## src/rtl/spike_aer_tx_if.sv

```systemverilog
// Bundle of handshake, FIFO and AER signals for the spike AER transmitter.
// The master modport is the transmitter side; the slave modport is its environment.
interface spike_aer_tx_if #(
  parameter int N = 256,
  parameter int M = 8
) ();
  localparam int AW = $clog2(N);

  logic          start_i;
  logic          control_i;
  logic          LIF_busy_i;
  logic          LIF_done_i;
  logic          FIFO_empty_i;
  logic          FIFO_r_en_o;
  logic [M-1:0]  FIFO_r_data_i;
  logic [AW-1:0] AER_ADDR_o;
  logic          AER_REQ_o;
  logic          AER_ACK_i;
  logic          busy_o;
  logic          done_o;
  logic          err_o;
  logic [AW:0]   sent_cnt_o;

  modport master (
    input  start_i, control_i, LIF_busy_i, LIF_done_i, FIFO_empty_i,
           FIFO_r_data_i, AER_ACK_i,
    output FIFO_r_en_o, AER_ADDR_o, AER_REQ_o, busy_o, done_o, err_o,
           sent_cnt_o
  );

  modport slave (
    output start_i, control_i, LIF_busy_i, LIF_done_i, FIFO_empty_i,
           FIFO_r_data_i, AER_ACK_i,
    input  FIFO_r_en_o, AER_ADDR_o, AER_REQ_o, busy_o, done_o, err_o,
           sent_cnt_o
  );
endinterface

```

## src/rtl/spike_aer_tx.sv

```systemverilog
// Drains a spike FIFO onto a 4-phase AER link, optionally pacing each event
// on the downstream LIF engine, with a per-phase acknowledge timeout.
module spike_aer_tx #(
  parameter int N           = 256,
  parameter int M           = 8,
  parameter int ACK_TIMEOUT = 1024
) (
  input logic            CLK,
  input logic            RST,
  spike_aer_tx_if.master bus
);
  localparam int AW = $clog2(N);
  localparam int CW = AW + 1;
  localparam int TW = $clog2(ACK_TIMEOUT) + 1;
  localparam logic [CW-1:0] CNT_MAX    = CW'(N);
  localparam logic [TW-1:0] TIMER_LAST = TW'(ACK_TIMEOUT - 1);

  typedef enum logic [2:0] {
    IDLE, CHECK, POP, LATCH, REQ, REL, WAIT_LIF, DONE
  } state_t;

  state_t        state_reg;
  logic          ack_meta_reg;
  logic          ack_s_reg;
  logic [TW-1:0] timer_reg;
  logic [AW-1:0] addr_reg;
  logic [CW-1:0] cnt_reg;
  logic          req_reg;
  logic          r_en_reg;
  logic          busy_reg;
  logic          done_reg;
  logic          err_reg;

  // AER_ACK_i comes from another timing domain.
  always_ff @(posedge CLK) begin
    if (RST) begin
      ack_meta_reg <= 1'b0;
      ack_s_reg    <= 1'b0;
    end else begin
      ack_meta_reg <= bus.AER_ACK_i;
      ack_s_reg    <= ack_meta_reg;
    end
  end

  always_ff @(posedge CLK) begin
    if (RST) begin
      state_reg <= IDLE;
      timer_reg <= '0;
      addr_reg  <= '0;
      cnt_reg   <= '0;
      req_reg   <= 1'b0;
      r_en_reg  <= 1'b0;
      busy_reg  <= 1'b0;
      done_reg  <= 1'b0;
      err_reg   <= 1'b0;
    end else begin
      r_en_reg <= 1'b0;
      done_reg <= 1'b0;
      case (state_reg)
        IDLE: begin
          if (bus.start_i) begin
            state_reg <= CHECK;
            busy_reg  <= 1'b1;
            cnt_reg   <= '0;
            err_reg   <= 1'b0;
          end
        end
        CHECK: begin
          if (bus.FIFO_empty_i) begin
            state_reg <= DONE;
            done_reg  <= 1'b1;
          end else if (!bus.LIF_busy_i) begin
            state_reg <= POP;
            r_en_reg  <= 1'b1;
          end
        end
        POP: state_reg <= LATCH;
        LATCH: begin
          addr_reg  <= AW'(bus.FIFO_r_data_i);
          req_reg   <= 1'b1;
          timer_reg <= '0;
          state_reg <= REQ;
        end
        REQ: begin
          if (ack_s_reg) begin
            req_reg   <= 1'b0;
            timer_reg <= '0;
            state_reg <= REL;
          end else if (timer_reg == TIMER_LAST) begin
            req_reg   <= 1'b0;
            err_reg   <= 1'b1;
            done_reg  <= 1'b1;
            state_reg <= DONE;
          end else begin
            timer_reg <= timer_reg + TW'(1);
          end
        end
        REL: begin
          if (!ack_s_reg) begin
            if (cnt_reg != CNT_MAX) cnt_reg <= cnt_reg + CW'(1);
            state_reg <= bus.control_i ? CHECK : WAIT_LIF;
          end else if (timer_reg == TIMER_LAST) begin
            // Timed-out release leaves the event uncounted.
            err_reg   <= 1'b1;
            done_reg  <= 1'b1;
            state_reg <= DONE;
          end else begin
            timer_reg <= timer_reg + TW'(1);
          end
        end
        WAIT_LIF: begin
          if (bus.LIF_done_i) state_reg <= CHECK;
        end
        DONE: begin
          busy_reg  <= 1'b0;
          state_reg <= IDLE;
        end
        default: state_reg <= IDLE;
      endcase
    end
  end

  assign bus.FIFO_r_en_o = r_en_reg;
  assign bus.AER_ADDR_o  = addr_reg;
  assign bus.AER_REQ_o   = req_reg;
  assign bus.busy_o      = busy_reg;
  assign bus.done_o      = done_reg;
  assign bus.err_o       = err_reg;
  assign bus.sent_cnt_o  = cnt_reg;
endmodule

```

## src/flat_wrapper.sv

```systemverilog
// flat-port wrapper written by rule: the top's interface ports become plain ports
module spike_aer_tx_flat 
#(
  parameter int N           = 256,
  parameter int M           = 8,
  parameter int ACK_TIMEOUT = 1024
)
  (CLK, RST, bus_start_i, bus_control_i, bus_LIF_busy_i, bus_LIF_done_i, bus_FIFO_empty_i, bus_FIFO_r_data_i, bus_AER_ACK_i, bus_FIFO_r_en_o, bus_AER_ADDR_o, bus_AER_REQ_o, bus_busy_o, bus_done_o, bus_err_o, bus_sent_cnt_o);
  spike_aer_tx_if #(.N(N), .M(M)) bus_i ();
  input logic CLK;
  input logic RST;
  input wire logic [$bits(bus_i.start_i)-1:0] bus_start_i;
  input wire logic [$bits(bus_i.control_i)-1:0] bus_control_i;
  input wire logic [$bits(bus_i.LIF_busy_i)-1:0] bus_LIF_busy_i;
  input wire logic [$bits(bus_i.LIF_done_i)-1:0] bus_LIF_done_i;
  input wire logic [$bits(bus_i.FIFO_empty_i)-1:0] bus_FIFO_empty_i;
  input wire logic [$bits(bus_i.FIFO_r_data_i)-1:0] bus_FIFO_r_data_i;
  input wire logic [$bits(bus_i.AER_ACK_i)-1:0] bus_AER_ACK_i;
  output wire logic [$bits(bus_i.FIFO_r_en_o)-1:0] bus_FIFO_r_en_o;
  output wire logic [$bits(bus_i.AER_ADDR_o)-1:0] bus_AER_ADDR_o;
  output wire logic [$bits(bus_i.AER_REQ_o)-1:0] bus_AER_REQ_o;
  output wire logic [$bits(bus_i.busy_o)-1:0] bus_busy_o;
  output wire logic [$bits(bus_i.done_o)-1:0] bus_done_o;
  output wire logic [$bits(bus_i.err_o)-1:0] bus_err_o;
  output wire logic [$bits(bus_i.sent_cnt_o)-1:0] bus_sent_cnt_o;
  assign bus_i.start_i = bus_start_i;
  assign bus_i.control_i = bus_control_i;
  assign bus_i.LIF_busy_i = bus_LIF_busy_i;
  assign bus_i.LIF_done_i = bus_LIF_done_i;
  assign bus_i.FIFO_empty_i = bus_FIFO_empty_i;
  assign bus_i.FIFO_r_data_i = bus_FIFO_r_data_i;
  assign bus_i.AER_ACK_i = bus_AER_ACK_i;
  assign bus_FIFO_r_en_o = bus_i.FIFO_r_en_o;
  assign bus_AER_ADDR_o = bus_i.AER_ADDR_o;
  assign bus_AER_REQ_o = bus_i.AER_REQ_o;
  assign bus_busy_o = bus_i.busy_o;
  assign bus_done_o = bus_i.done_o;
  assign bus_err_o = bus_i.err_o;
  assign bus_sent_cnt_o = bus_i.sent_cnt_o;
  spike_aer_tx #(.N(N), .M(M), .ACK_TIMEOUT(ACK_TIMEOUT)) u_core (.CLK(CLK), .RST(RST), .bus(bus_i));
endmodule
```

## config.mk

```make
export PLATFORM = sky130hd
export DESIGN_NAME = spike_aer_tx_flat
export DESIGN_NICKNAME = d
export VERILOG_FILES = /design/src/rtl/spike_aer_tx_if.sv /design/src/rtl/spike_aer_tx.sv /design/src/flat_wrapper.sv
export SDC_FILE = /design/constraint.sdc
export NUM_CORES = 1
export LEC_CHECK = 0
export CORE_ASPECT_RATIO = 0.9
export CORE_MARGIN = 4
export CORE_UTILIZATION = 53
export DETAILED_ROUTE_END_ITERATION = 6
export PLACE_DENSITY = 0.82
export SYNTH_ARGS = -nofsm -noshare
export SYNTH_HDL_FRONTEND = slang
export SYNTH_SLANG_ARGS = --single-unit
```

## constraint.sdc

```tcl
create_clock -name CLK -period 2.6 [get_ports CLK]
set_input_delay 0.39 -clock CLK [delete_from_list [all_inputs] [get_ports CLK]]
set_output_delay 0.39 -clock CLK [all_outputs]
set_load 0.05 [all_outputs]
```

Word level (Yosys, flattened, before mapping)
Index checks and enable logic that the tools add are counted.
Widths: inputs -> output; s select.
{"block": "word_totals", "ff_bits": 38, "input_bits": 16, "out_inout_bits": 22, "wordCells": 77}
{"block": "op_classes", "addsub": 2, "eq_ne": 17, "n_mux": 33, "bitwise": 1, "n_reduce_logical": 13}
{"operator": "$mux 11", "count": 3}
{"operator": "$pmux 11 s3", "count": 1}
{"operator": "$mux 9", "count": 3}
{"operator": "$mux 3", "count": 8}
{"operator": "$pmux 3 s8", "count": 1}
{"operator": "$pmux 9 s2", "count": 1}
{"operator": "$eq 3x3->1 const B", "count": 4}
{"operator": "$mux 1", "count": 12}
{"operator": "$add 11x1->11 const B", "count": 1}
{"operator": "$eq 11x10->1 const B", "count": 1}
{"operator": "$add 9x1->9 const B", "count": 1}
{"operator": "$ne 9x9->1 const B", "count": 1}
{"operator": "$ne 2x2->1 const B", "count": 4}
{"operator": "$reduce_and 4->1", "count": 2}
{"operator": "$eq 3x2->1 const B", "count": 2}
{"operator": "$pmux 1 s3", "count": 2}
{"operator": "$reduce_and 2->1", "count": 3}
{"operator": "$reduce_bool 2->1", "count": 3}
{"operator": "$reduce_bool 3->1", "count": 2}
{"operator": "$ne 2x1->1 const B", "count": 2}
{"operator": "$pmux 1 s2", "count": 2}
{"operator": "$eq 3x1->1 const B", "count": 1}
{"operator": "$logic_not 3->1", "count": 1}
{"operator": "$ne 3x1->1 const B", "count": 1}
{"operator": "other kinds (4)", "count": 4}

Logic depth before layout (Yosys ltp)
Gate-level depths: netlist of the first run.
{"block": "logic_depth", "word_depth": 4, "ltp_mapped": 6, "depth_no_buf": 6}

Least setup slack after synthesis of the first run
Ideal clock, no wire load.
{"block": "synth_path", "path_type": "reg-to-reg", "startpoint": "register u_core.cnt_reg[0] (netlist: u_core.bus.sent_cnt_o[0])", "endpoint": "register u_core.cnt_reg[7] (netlist: u_core.bus.sent_cnt_o[7])", "setup_ns": 0.070, "arrival_ns": 1.902, "required_time_ns": 2.530, "path_slack_ns": 0.629, "path_stages_with_launch": 7, "path_buffers": 0, "synth_period_minus_slack_ns": 1.971, "path_cell_list": "dfxtp_1 inv_1 ha_1 nand4bb_1 o21ai_2 or4_1 a21oi_1"}
{"block": "synth_between", "elab_chain_len": 4, "elab_cells_between_ends": 7, "cone_classes": "add/sub (1); eq/ne (2); mux (3); reduce/logical (1)"}
{"item": "start: declaration", "line_no": "spike_aer_tx.sv:27", "source": "logic [CW-1:0] cnt_reg;"}
{"item": "start signal: assignment", "line_no": "spike_aer_tx.sv:100", "source": "if (cnt_reg != CNT_MAX) cnt_reg <= cnt_reg + CW'(1);"}
{"item": "$add 9x1->9", "line_no": "spike_aer_tx.sv:100"}
{"item": "$mux 9", "line_no": "spike_aer_tx.sv:100"}
{"item": "$mux 9", "line_no": "spike_aer_tx.sv:99", "source": "if (!ack_s_reg) begin"}
{"item": "$pmux 9 s2", "line_no": "spike_aer_tx.sv:59", "source": "case (state_reg)"}
Several ways; a longest one is shown, not always the timed one. The select of a mux whose other input is x is not followed.
A chain may end at the register's enable or synchronous reset.

Worst setup path after layout of the first run
{"block": "layout_path", "startpoint": "register u_core.state_reg[2]", "endpoint": "register u_core.timer_reg[7]"}
{"block": "layout_between", "elab_chain_len": 3, "elab_cells_between_ends": 7, "cone_classes": "eq/ne (4); mux (1); reduce/logical (2)"}
{"item": "start: declaration", "line_no": "spike_aer_tx.sv:22", "source": "state_t state_reg;"}
{"item": "start signal: assignment", "line_no": "spike_aer_tx.sv:101", "source": "state_reg <= bus.control_i ? CHECK : WAIT_LIF;"}
{"item": "$eq 3x3->1 / $eq 3x2->1 (equally long branches)", "line_no": "spike_aer_tx.sv:59"}
{"item": "$ne 2x1->1 (no line) / $reduce_bool 3->1 (equally long branches)"}
{"item": "$reduce_and 2->1 (no line)"}
{"item": "end signal: assignment", "line_no": "spike_aer_tx.sv:95", "source": "timer_reg <= timer_reg + TW'(1);"}
{"item": "end signal: assignment", "line_no": "spike_aer_tx.sv:108", "source": "timer_reg <= timer_reg + TW'(1);"}
{"item": "end: declaration", "line_no": "spike_aer_tx.sv:25", "source": "logic [TW-1:0] timer_reg;"}
Several ways; a longest one is shown, not always the timed one.

==> results of run 1 <==
-- placed cells by master, fill, tap and decap left out, types with 2 or more instances in the layout --
| cell type | n |
|---|---|
| a211oi_1 | 5 |
| a21oi_1 | 24 |
| a31oi_1 | 4 |
| and4_1 | 2 |
| buf_4 | 6 |
| clkbuf_1 | 2 |
| clkbuf_8 | 5 |
| clkdlybuf4s50_1 | 37 |
| dfxtp_1 | 38 |
| ha_1 | 3 |
| inv_1 | 6 |
| mux2i_1 | 2 |
| nand2_1 | 25 |
| nand2b_1 | 4 |
| nand3_1 | 6 |
| nand3b_1 | 2 |
| nand4_1 | 3 |
| nor2_1 | 20 |
| nor2b_1 | 7 |
| nor3_1 | 6 |
| nor4_1 | 2 |
| o21ai_0 | 12 |
| o31ai_1 | 6 |
| or3_1 | 4 |
| or4_1 | 7 |
| xor2_1 | 2 |
-- final timing paths --
kind,from,end,slack (ps),depth (start not counted)
hold / removal,u_core.ack_meta_reg,u_core.ack_s_reg,440,1
hold reg to reg,u_core.ack_meta_reg,u_core.ack_s_reg,440,1
setup / recovery,u_core.state_reg[2],u_core.timer_reg[7],590,4
setup reg to reg,u_core.state_reg[2],u_core.timer_reg[7],590,4
-- through the flow --
| stage | cells | hold WS (ps) | power [mW] | instance area, µm² | worst slack (ps) |
|---|---|---|---|---|---|
| after CTS | 312 | 451 | 1.32 | 2420 | 579 |
| after detailed placement | 304 | 435 | 0.833 | 2320 | 584 |
| final | 312 | 444 | 1.31 | 2420 | 589 |
| after global placement | 304 | 422 | 0.829 | 2320 | 647 |
| after global routing | 312 | 473 | 1.37 | 2420 | 389 |
| after floorplan | 229 | 414 | 0.764 | 1900 | 629 |
-- logic make-up (layout without fill, tap and decap cells) --
kind of cell	count (synthesis)	after routing	synth area share, %
simple gates	98	98	28.6
buf+inv	18	57	4.20
fa+ha+maj	3	3	1.97
xor+xnor	3	3	1.38
flops	38	38	39.9
mux	2	2	1.05
compound gates	67	67	22.9
-- area by class of cell --
| cell class | instances | area [µm²] |
|---|---|---|
| timing repair buffer | 43 | 415 |
| fill | 293 | 1000 |
| clock buffer | 7 | 76.3 |
| tap | 44 | 55.1 |
| clock inverter | 1 | 30.0 |
| multi-input combinational | 173 | 1060 |
| inverter | 6 | 22.5 |
| sequential | 38 | 761 |
-- routing by layer --
metal  GRT usage, %  vias up
met3           5.58        7
met5              0        -
met1           27.6      879
li1               -      924
met4           9.39        0
met2           34.9       52
-- report_power, final --
part           internal, mW  total, mW  leakage, nW  switching (mW)
combinational        0.0867      0.212        0.457           0.125
sequential            0.597      0.612        0.307          0.0149
clock                 0.287      0.488       0.0524           0.201
==> out/metrics.yaml, run 1 <==
hold_class: "flip-flop to flip-flop"
cts_buffers: 5
cts_tree: "done"
avgSynthCellArea_um2: 8.32
grt_max_degree: 22
power.leakage_nw: 0.817
tightest_slew_ps: 730
root_buffer: "clkbuf_8"
status: "completed"
coreArea_um2: 3430
synth_edf_count: 0
wl_met2_um: 2080
clock_path_buffers: 2
ys_seq_area_share_pct: 39.9
cts_max_level: 2
cp.required_ps: 2810
async_flop_share_pct: 0
via_count: 1862
ys_dominant_reg_cell: "dfxtp_1"
rsz0062_at_grt: "false"
cp_top_family: "compound AO/OA/AOI/OAI gates"
grt_pass1_vias: 1787
powerDensity_nw_per_um2: 541
wl_um: 4480
grt_pass1_wl_um: 8140
largest_register_ffs: 11
synth_top_cell_by_area: "dfxtp_1"
path_buf_inv: 0
dp.final_hpwl_um: 3110
postCtsResizedCells: 0
die-area_um2: 4620
syn_area_um2: 1900
cts_sinks: 38
fp-row-count: 20
die_height_um: 64.9
synth.distinct_cells: 53
grt_overflow_total: 0
path_max_fanout: 12
track_usage_pct: 21.8
endpoint_kind: "flip-flop"
hold_violations: 0
drtIter0Drc: 168
wl_per_cell_um: 14.4
final.min_clock_period_ps: 2010
yosys_warnings: 0
synthTopCellsByCount: "38 x dfxtp_1, 25 x nand2_1, 24 x a21oi_1"
cts_setup_buffers: 0
drc: 0
synth_top_area_share_pct: 39.9
wl_met3_um: 237
setup.worst_path.class: "flip-flop to flip-flop"
ant_nets: 0
drive_gt1_share_pct: 7.46
die_x_um: 71.2
setup-tns-final_ps: 0
fin_crit_sh_pct: 77.3
dr.pass1.iters: 4
worst_path_largest_cell_delay_ps: 630
clkTransAtPathRegs_ps: 70
maxUsedRoutingLayer: "met4"
synthCells: 229
cts_hold_buf: 0
slew_viol_final: 0
start_util_pct: 55.5
synth_seq_cells: 38
crit_path_start_kind: "flip-flop"
max_freq_ghz: 0.497
diodes: 0
place_congestion: 0.846
vdd_drop_max_mv: 0.486
cp_data_arrival_time_ps: 2220
final_nets: 286
wl_met1_um: 2090
drv_cap: 0
slowest_stage: "a21oi_1"
final_util_pct: 70.7
syn2layout_area_growth_pct: 27.3
insertion_delay_ps: 290
slew-limit-headroom_pct: 51.4
synth.area.top_cells: "dfxtp_1 40%, a21oi_1 6.3%, nand2_1 4.9%"
io_pins: 38
finClkSkew_ps: 6.46
setup_viol: 0
port-buffer-count: 37
yosys.cell_count.top_type: "dfxtp_1"
path_cells: "and3b_1 > a21oi_1 > nor2_1 > a311oi_1"
grt_antenna_before_repair: 0
synthesis.nets: 248
vias_per_cell: 5.97
No activity file was read; power rests on OpenSTA's default activity.
==> run 2, diff against run 1 <==
- CORE_UTILIZATION: 53 -> 46
- PLACE_DENSITY: 0.82 -> 0.75
- clock period: 2.6 -> 1.75 ns (I/O delays scaled with it)
==> run 2 against run 1 <==
First-iteration DRC count down 37%. Wire length fell by 0.80%. Global-route usage fell by 3.2 points. Critical path depth shrank 3. Via count shrank 1.4%. Highest routed layer unchanged. Power is 38% higher. Worst setup slack worse by 530 ps. Final cell count increased by 5.4%. Sequential cell count is the same. Combinational power rose by 59%.
==> out/metrics.yaml, run 2 (synthesized netlist as in run 1, its figures left out) <==
io_pins: 38
largest_register_ffs: 11
clock_path_buffers: 2
slew-limit-headroom_pct: 66.2
drv_cap: 0
root_buffer: "clkbuf_8"
hold_class: "flip-flop to flip-flop"
drc: 0
drive_gt1_share_pct: 19.4
coreArea_um2: 3860
worst_path_largest_cell_delay_ps: 800
final_area_um2: 2490
pwr-share-clk_pct: 31.5
maxUsedRoutingLayer: "met4"
wl_per_cell_um: 13.5
power_switching_uw: 500
cp_data_arrival_time_ps: 1430
die-area_um2: 5230
slowest_stage: "clkdlybuf4s50_1"
grt_antenna_before_repair: 0
max_freq_ghz: 0.590
grt_pass1_vias: 1703
fin_crit_sh_pct: 96.9
status: "completed"
path_max_fanout: 2
cp.required_ps: 1490
wl_met1_um: 2200
finClkSkew_ps: 9.79
diodes: 0
powerDensity_nw_per_um2: 729
hold_violations: 0
p_comb_share_pct: 18.6
multi_input_area_um2: 1070
wl_met2_um: 1910
internal_power_mw: 1.31
via_count: 1836
grt_pass1_wl_um: 7750
track_usage_pct: 18.6
clkTransAtPathRegs_ps: 70
dr.pass1.iters: 4
setup_viol: 0
placed_area_um2: 2400
wl_um: 4440
vias_per_cell: 5.58
dp.cells: 321
insertion_delay_ps: 290
cts_buffers: 5
setup.worst_path.class: "flip-flop to output port"
wl_met3_um: 271
final_nets: 301
die_height_um: 69.0
syn2layout_area_growth_pct: 30.7
cts_max_level: 2
cts_tree: "done"
swShare_pct: 27.5
crit_path_start_kind: "flip-flop"
ant_nets: 0
final_common_cell: "buf_4"
vdd_drop_max_mv: 0.465
power.leakage_nw: 0.935
seqCellArea_um2: 767
slew_viol_final: 0
grt_overflow_total: 0
rsz0062_at_grt: "true"
grt_max_degree: 20
cp_top_family: "buffers and inverters"
startpoint: "u_core.bus.AER_ADDR_o[4]"
tightest_slew_ps: 505
layout_common_cells: "37 x buf_4, 35 x dfxtp_1, 25 x nand2_1"
cts_sinks: 38
seqPwrFrac_pct: 49.8
start_util_pct: 49.3
path_cells: "clkdlybuf4s50_1"
path_buf_inv: 1
fp-row-count: 21
drtIter0Drc: 106
instances_no_fill: 329
fillers: 324
die_x_um: 75.8
place_congestion: 0.816
port-buffer-count: 37
hold_path_startpoint: "u_core.bus.err_o"
dp.final_hpwl_um: 3320
cts_hold_buf: 0
final.min_clock_period_ps: 1700
endpoint_kind: "output port"
reg2reg_from: "u_core.state_reg[1]"
## run 2: cell types whose count changed in the layout (fill, tap and decap cells not counted), sizes merged
cell / delta
bufinv: -1
clkbuf: +1
dlymetal6s2s: +1
buf: +31
clkdlybuf4s50: -17
## run 2: metrics by stage
| step | setup TNS [ps] | worst slack (ps) | hold WS [ps] | utilization (%) | power [mW] |
|---|---|---|---|---|---|
| 6_report | 0 | 54.9 | 444 | 64.5 | 1.81 |
| 5_1_grt | -20.6 | -20.6 | 469 | 64.5 | 1.91 |
| 4_1_cts | 0 | 39.8 | 449 | 64.2 | 1.83 |
| 3_5_place_dp | 0 | 107 | 439 | 62.1 | 1.26 |
| 3_3_place_gp | 0 | 159 | 423 | 62.1 | 1.25 |
| 2_1_floorplan | 0 | 12.2 | 338 | - | 1.13 |
## run 2: path summary, 6_finish.rpt
path                                             to  slack [ps]  cells past startpoint
worst max-delay path              bus_AER_ADDR_o[4]          50                      1
worst max register to register  u_core.timer_reg[1]         110                      6
worst min-delay path               u_core.bus.err_o         440                      2
worst min register to register     u_core.bus.err_o         440                      2
## run 2: layout make-up
cell class	instances	area share (%)
Sequential cell	38	30.8
Timing Repair Buffer	58	19.7
Clock buffer	8	3.22
Tap cell	46	2.31
Multi-Input combinational cell	173	43.1
Inverter	6	0.905
## run 2: power groups by stage
stage | sequential [mW] | combinational, mW | clock (mW)
2_1_floorplan | 0.953 | 0.182 | 0
3_3_place_gp | 0.923 | 0.329 | 0
3_5_place_dp | 0.924 | 0.332 | 0
4_1_cts | 0.904 | 0.334 | 0.594
5_1_grt | 0.908 | 0.367 | 0.633
6_report | 0.904 | 0.338 | 0.572
## run 2: repair_timing
item | CTS | global route
hold endpoints to repair | 0 | 0
setup endpoints to repair | 0 | 5
buffers inserted | 0 | 0
gates resized for setup | 0 | 3
## run 2: per-layer routing
metal	vias to the layer above	track usage, %
met5	-	0
met4	0	5.83
met3	6	5.38
met2	53	27.0
met1	825	26.3
li1	952	-
==> run 3, diff against run 2 <==
- CORE_UTILIZATION: 46 -> 48
- CTS_BUF_LIST: default -> sky130_fd_sc_hd__clkbuf_8
- MAX_ROUTING_LAYER: default -> met4
- PLACE_DENSITY: 0.75 -> 0.78
==> run 3 against run 2 <==
Sequential cell count stayed put. Register-to-register slack worse by 20 ps. Die area is 3.7% lower. Design area is 3.2% higher. Power is 20% higher. Critical path depth stayed put. Core utilization is 3.5 points higher.
==> out/metrics.yaml, run 3 (synthesized netlist as in run 1, its figures left out) <==
status: "completed"
clkTransAtPathRegs_ps: 80
ant_nets: 0
wl_um: 4530
worst_path_largest_cell_delay_ps: 800
cts_buffers: 5
layout_common_cells: "36 x buf_4, 35 x dfxtp_1, 25 x nand2_1"
start_util_pct: 50.3
cp.required_ps: 1490
wl_per_cell_um: 13.7
grt_antenna_before_repair: 0
dp.final_hpwl_um: 3370
reg2reg_from: "u_core.state_reg[0]"
maxUsedRoutingLayer: "met4"
grt_pass1_vias: 1684
slew-limit-headroom_pct: 66.2
wl_met2_um: 2040
die-area_um2: 5040
hold_class: "flip-flop to flip-flop"
slowest_stage: "clkdlybuf4s50_1"
cts_setup_buffers: 0
endpoint_kind: "output port"
io_pins: 38
rsz0062_at_grt: "false"
startpoint: "u_core.bus.AER_ADDR_o[4]"
max_freq_ghz: 0.590
cts_sinks: 38
cp_data_arrival_time_ps: 1430
vdd_drop_max_mv: 0.501
cts_max_level: 2
dr.pass1.iters: 4
endpoint: "bus_AER_ADDR_o[4]"
powerDensity_nw_per_um2: 846
fp-row-count: 21
die_height_um: 67.8
hold_violations: 0
crit_path_start_kind: "flip-flop"
diodes: 0
power.leakage_nw: 0.972
dp.cells: 322
fin_crit_sh_pct: 96.8
place_congestion: 0.870
cp_top_family: "buffers and inverters"
path_buf_inv: 1
grt_max_degree: 21
port-buffer-count: 37
clock_path_buffers: 2
syn2layout_area_growth_pct: 35.0
r2r_cells: 5
p_total_mw: 2.17
root_buffer: "clkbuf_8"
drtIter0Drc: 105
setup_viol: 0
fillers: 316
wl_met1_um: 2130
coreArea_um2: 3780
drv_cap: 0
via_count: 1856
largest_register_ffs: 11
grt_pass1_wl_um: 7400
path_depth: 1
path_cells: "clkdlybuf4s50_1"
slew_viol_final: 0
r2r-end: "u_core.bus.sent_cnt_o[7]"
cts_tree: "done"
setup-tns-final_ps: 0
die_x_um: 74.4
final_common_cell: "buf_4"
tightest_slew_ps: 506
vias_per_cell: 5.62
ff2ff_setup_slack_ps: 90
setup.worst_path.class: "flip-flop to output port"
final.min_clock_period_ps: 1690
instances_no_fill: 330
drc: 0
grt_overflow_total: 0
finClkSkew_ps: 6.99
final_nets: 302
track_usage_pct: 20.1
path_max_fanout: 2
wl_met3_um: 240
drive_gt1_share_pct: 20.1
insertion_delay_ps: 290
run 3: cell type report:
cell class | count | area, µm² | share of cell area [%]
Sequential cell | 38 | 767 | 29.8
Clock inverter | 2 | 60.1 | 2.34
Inverter | 6 | 22.5 | 0.876
Timing Repair Buffer | 59 | 513 | 20.0
Clock buffer | 6 | 82.6 | 3.21
Multi-Input combinational cell | 173 | 1070 | 41.5
Tap cell | 46 | 57.6 | 2.24
run 3: metrics by stage:
step	hold slack [ps]	util, %	cell area, µm²	setup slack [ps]
after floorplan	338	-	1910	12.2
after global placement	424	64.0	2420	155
after detailed placement	444	64.0	2420	102
after CTS	455	67.8	2560	32.9
after global routing	468	67.9	2570	5.81
final	451	67.9	2570	55.9
run 3: how the worst min path moves through the flow:
stage	start	end	slack, ps	depth (start not counted)
detailed placement	u_core.ack_meta_reg	u_core.ack_s_reg	440	1
global placement	u_core.ack_meta_reg	u_core.ack_s_reg	420	1
floorplan	bus_LIF_busy_i	u_core.bus.FIFO_r_en_o	340	1
CTS	u_core.bus.err_o	u_core.bus.err_o	450	2
finish	u_core.bus.err_o	u_core.bus.err_o	450	2
global route	u_core.bus.err_o	u_core.bus.err_o	470	2
run 3: power by group:
group | internal [mW] | switching (mW)
clock network | 0.608 | 0.312
registers | 0.886 | 0.0189
logic | 0.155 | 0.193
total | 1.65 | 0.525
run 3: metal layers:
metal  track usage, %  vias to the layer above
met4             10.9                        0
met5                -                        -
li1                 -                      946
met2             31.1                       53
met1             23.6                      848
met3             5.51                        9
run 3: timing repair:
item	4_1_cts	5_1_grt
hold buffers	0	0
endpoints found under the setup margin	0	3
resized for setup	0	2
==> RTL change, RTL diff (config.mk and constraints of run 3) <==
`N` is set to 256 in 3 places; all go to 128.
--- a/src/rtl/spike_aer_tx_if.sv
+++ b/src/rtl/spike_aer_tx_if.sv
@@ -1,7 +1,7 @@
 // Bundle of handshake, FIFO and AER signals for the spike AER transmitter.
 // The master modport is the transmitter side; the slave modport is its environment.
 interface spike_aer_tx_if #(
-  parameter int N = 256,
+  parameter int N = 128,
   parameter int M = 8
 ) ();
   localparam int AW = $clog2(N);
--- a/src/rtl/spike_aer_tx.sv
+++ b/src/rtl/spike_aer_tx.sv
@@ -1,7 +1,7 @@
 // Drains a spike FIFO onto a 4-phase AER link, optionally pacing each event
 // on the downstream LIF engine, with a per-phase acknowledge timeout.
 module spike_aer_tx #(
-  parameter int N           = 256,
+  parameter int N           = 128,
   parameter int M           = 8,
   parameter int ACK_TIMEOUT = 1024
 ) (
--- a/src/flat_wrapper.sv
+++ b/src/flat_wrapper.sv
@@ -1,7 +1,7 @@
 // flat-port wrapper written by rule: the top's interface ports become plain ports
 module spike_aer_tx_flat 
 #(
-  parameter int N           = 256,
+  parameter int N           = 128,
   parameter int M           = 8,
   parameter int ACK_TIMEOUT = 1024
 )
Ports: changed (resized bus_AER_ADDR_o and bus_sent_cnt_o); port bits go from 38 to 36. No check against the original RTL was run, so the function may have changed too.
==> RTL change against run 3 <==
Cell area increased by 0.39%; via count down 1.8%; sequential cell count shrank 2; wire length is 8.4% higher; sequential power is 4.3% lower; power decreased by 14%; synthesized area is 0.39% higher; utilization rose by 0.26 points; critical path depth did not move; setup slack got worse by 0.0061 ns; critical path type unchanged; largest cell class unchanged.
==> RTL change: results (changes against run 3) <==
| Metric | Value |
|---|---|
| Outcome | `finished, final reports clean (unchanged)` |
| Setup Skew | `0.00423 ns (was 0.00699 ns)` |
| Synth unique cells | `51 (was 53)` |
| Hold Crit Depth | `2 (unchanged)` |
| Met1 GRT Util | `0.284 (was 0.236)` |
| Reg-to-Reg End | `u_core.bus.sent_cnt_o[3] (was u_core.bus.sent_cnt_o[7])` |
| Avg WL per Cell | `14.9 um (was 13.7 um)` |
| H-tree depth | `2 (unchanged)` |
| Post-Layout Cell Count | `330 (unchanged)` |
| Met3 WL post-DR | `258 um (was 240 um)` |
| Worst-Margin Slew | `0.503 ns (was 0.506 ns)` |
| M1 WL | `2290 um (was 2130 um)` |
| Sequential-to-total area share from yosys stat | `0.377 (was 0.399)` |
| Met3 usage | `0.0558 (was 0.0551)` |
| Inst Count DP | `322 (unchanged)` |
| R2R depth | `4 (was 5)` |
| Via/cell ratio | `5.52 (was 5.62)` |
| P_comb | `389 uW (was 349 uW)` |
| Share of cells above drive strength 1 | `0.261 (was 0.201)` |
| Synth cell count leaders | `dfxtp_1, nand2_1, a21oi_1 (unchanged)` |
| Vias in the first global route | `1701 (was 1684)` |
| Min Tclk post-route | `1.70 ns (was 1.69 ns)` |
| Internal power | `1.33 mW (was 1.65 mW)` |
| Synth Area per Inst | `8.53 um^2 (was 8.32 um^2)` |
| Starting DRT DRC Count | `137 (was 105)` |
| Placement Setup Slack | `-0.276 ns (was 0.102 ns)` |
| Total track usage | `0.221 (was 0.201)` |
| Hold Slack | `0.455 ns (was 0.451 ns)` |
| Ant diodes | `0 (unchanged)` |
| Hold Path End | `u_core.bus.AER_ADDR_o[6] (was u_core.bus.err_o)` |
| Area contributors post-synth | `dfxtp_1, a21oi_1, nand2_1, nand3_1, a2111oi_4 (was dfxtp_1, a21oi_1, nand2_1, nor2_1, o21ai_0)` |
| Hold_sp | `u_core.bus.AER_ADDR_o[6] (was u_core.bus.err_o)` |
| Clock Power Share | `0.331 (was 0.423)` |
| # port buffers | `34 (was 37)` |
| Fill count | `345 (was 316)` |
| HPWL after DPL | `3630 um (was 3370 um)` |
| Synthesized Nets | `243 (was 248)` |
| GRT met2 Usage | `0.329 (was 0.311)` |
| Worst vdd rail ir drop | `0.748 mV (was 0.501 mV)` |
| First-pass GRT wire length | `8090 um (was 7400 um)` |
## RTL change: cell families (layout without fill, tap and decap cells)
| group | Yosys count | after routing | synth area share |
|---|---|---|---|
| and+or+nand+nor | 95 | 95 | 0.268 |
| AOI/OAI and AO/OA | 59 | 59 | 0.234 |
| DFF | 36 | 36 | 0.377 |
| buffers and inverters | 22 | 82 | 0.0563 |
| xor gates and xnor gates | 6 | 6 | 0.0275 |
| adders and majority gates | 3 | 3 | 0.0196 |
| muxes | 3 | 3 | 0.0170 |
## RTL change: worst max path at each step
stage,cells after the start,endpoint,start
2_1_floorplan,6,u_core.bus.sent_cnt_o[2],u_core.bus.sent_cnt_o[0]
3_3_place_gp,5,u_core.bus.sent_cnt_o[3],bus_start_i
3_5_place_dp,5,u_core.bus.sent_cnt_o[3],bus_start_i
4_1_cts,1,bus_AER_ADDR_o[3],u_core.bus.AER_ADDR_o[3]
5_1_grt,6,u_core.timer_reg[6],u_core.state_reg[0]
6_report,1,bus_AER_ADDR_o[3],u_core.bus.AER_ADDR_o[3]
## RTL change: through the flow
stage          area, um^2  power, mW
2_1_floorplan        1920       1.12
3_3_place_gp         2450       1.26
5_1_grt              2580       1.97
4_1_cts              2550       1.88
3_5_place_dp         2450       1.26
6_report             2580       1.88
## RTL change: area by class of cell
type / count / area [um^2] / area share
multi-input combinational: 166 / 1120 / 0.433
sequential: 36 / 723 / 0.280
timing repair buffer: 66 / 561 / 0.217
clock buffer: 6 / 82.6 / 0.0320
tap: 46 / 57.6 / 0.0223
inverter: 8 / 30.0 / 0.0116
clock inverter: 2 / 10.0 / 0.00388
## RTL change: repair_timing
item,in CTS,in global routing
pin swaps,0,3
resized for setup,1,8
endpoints found under the setup margin,1,14
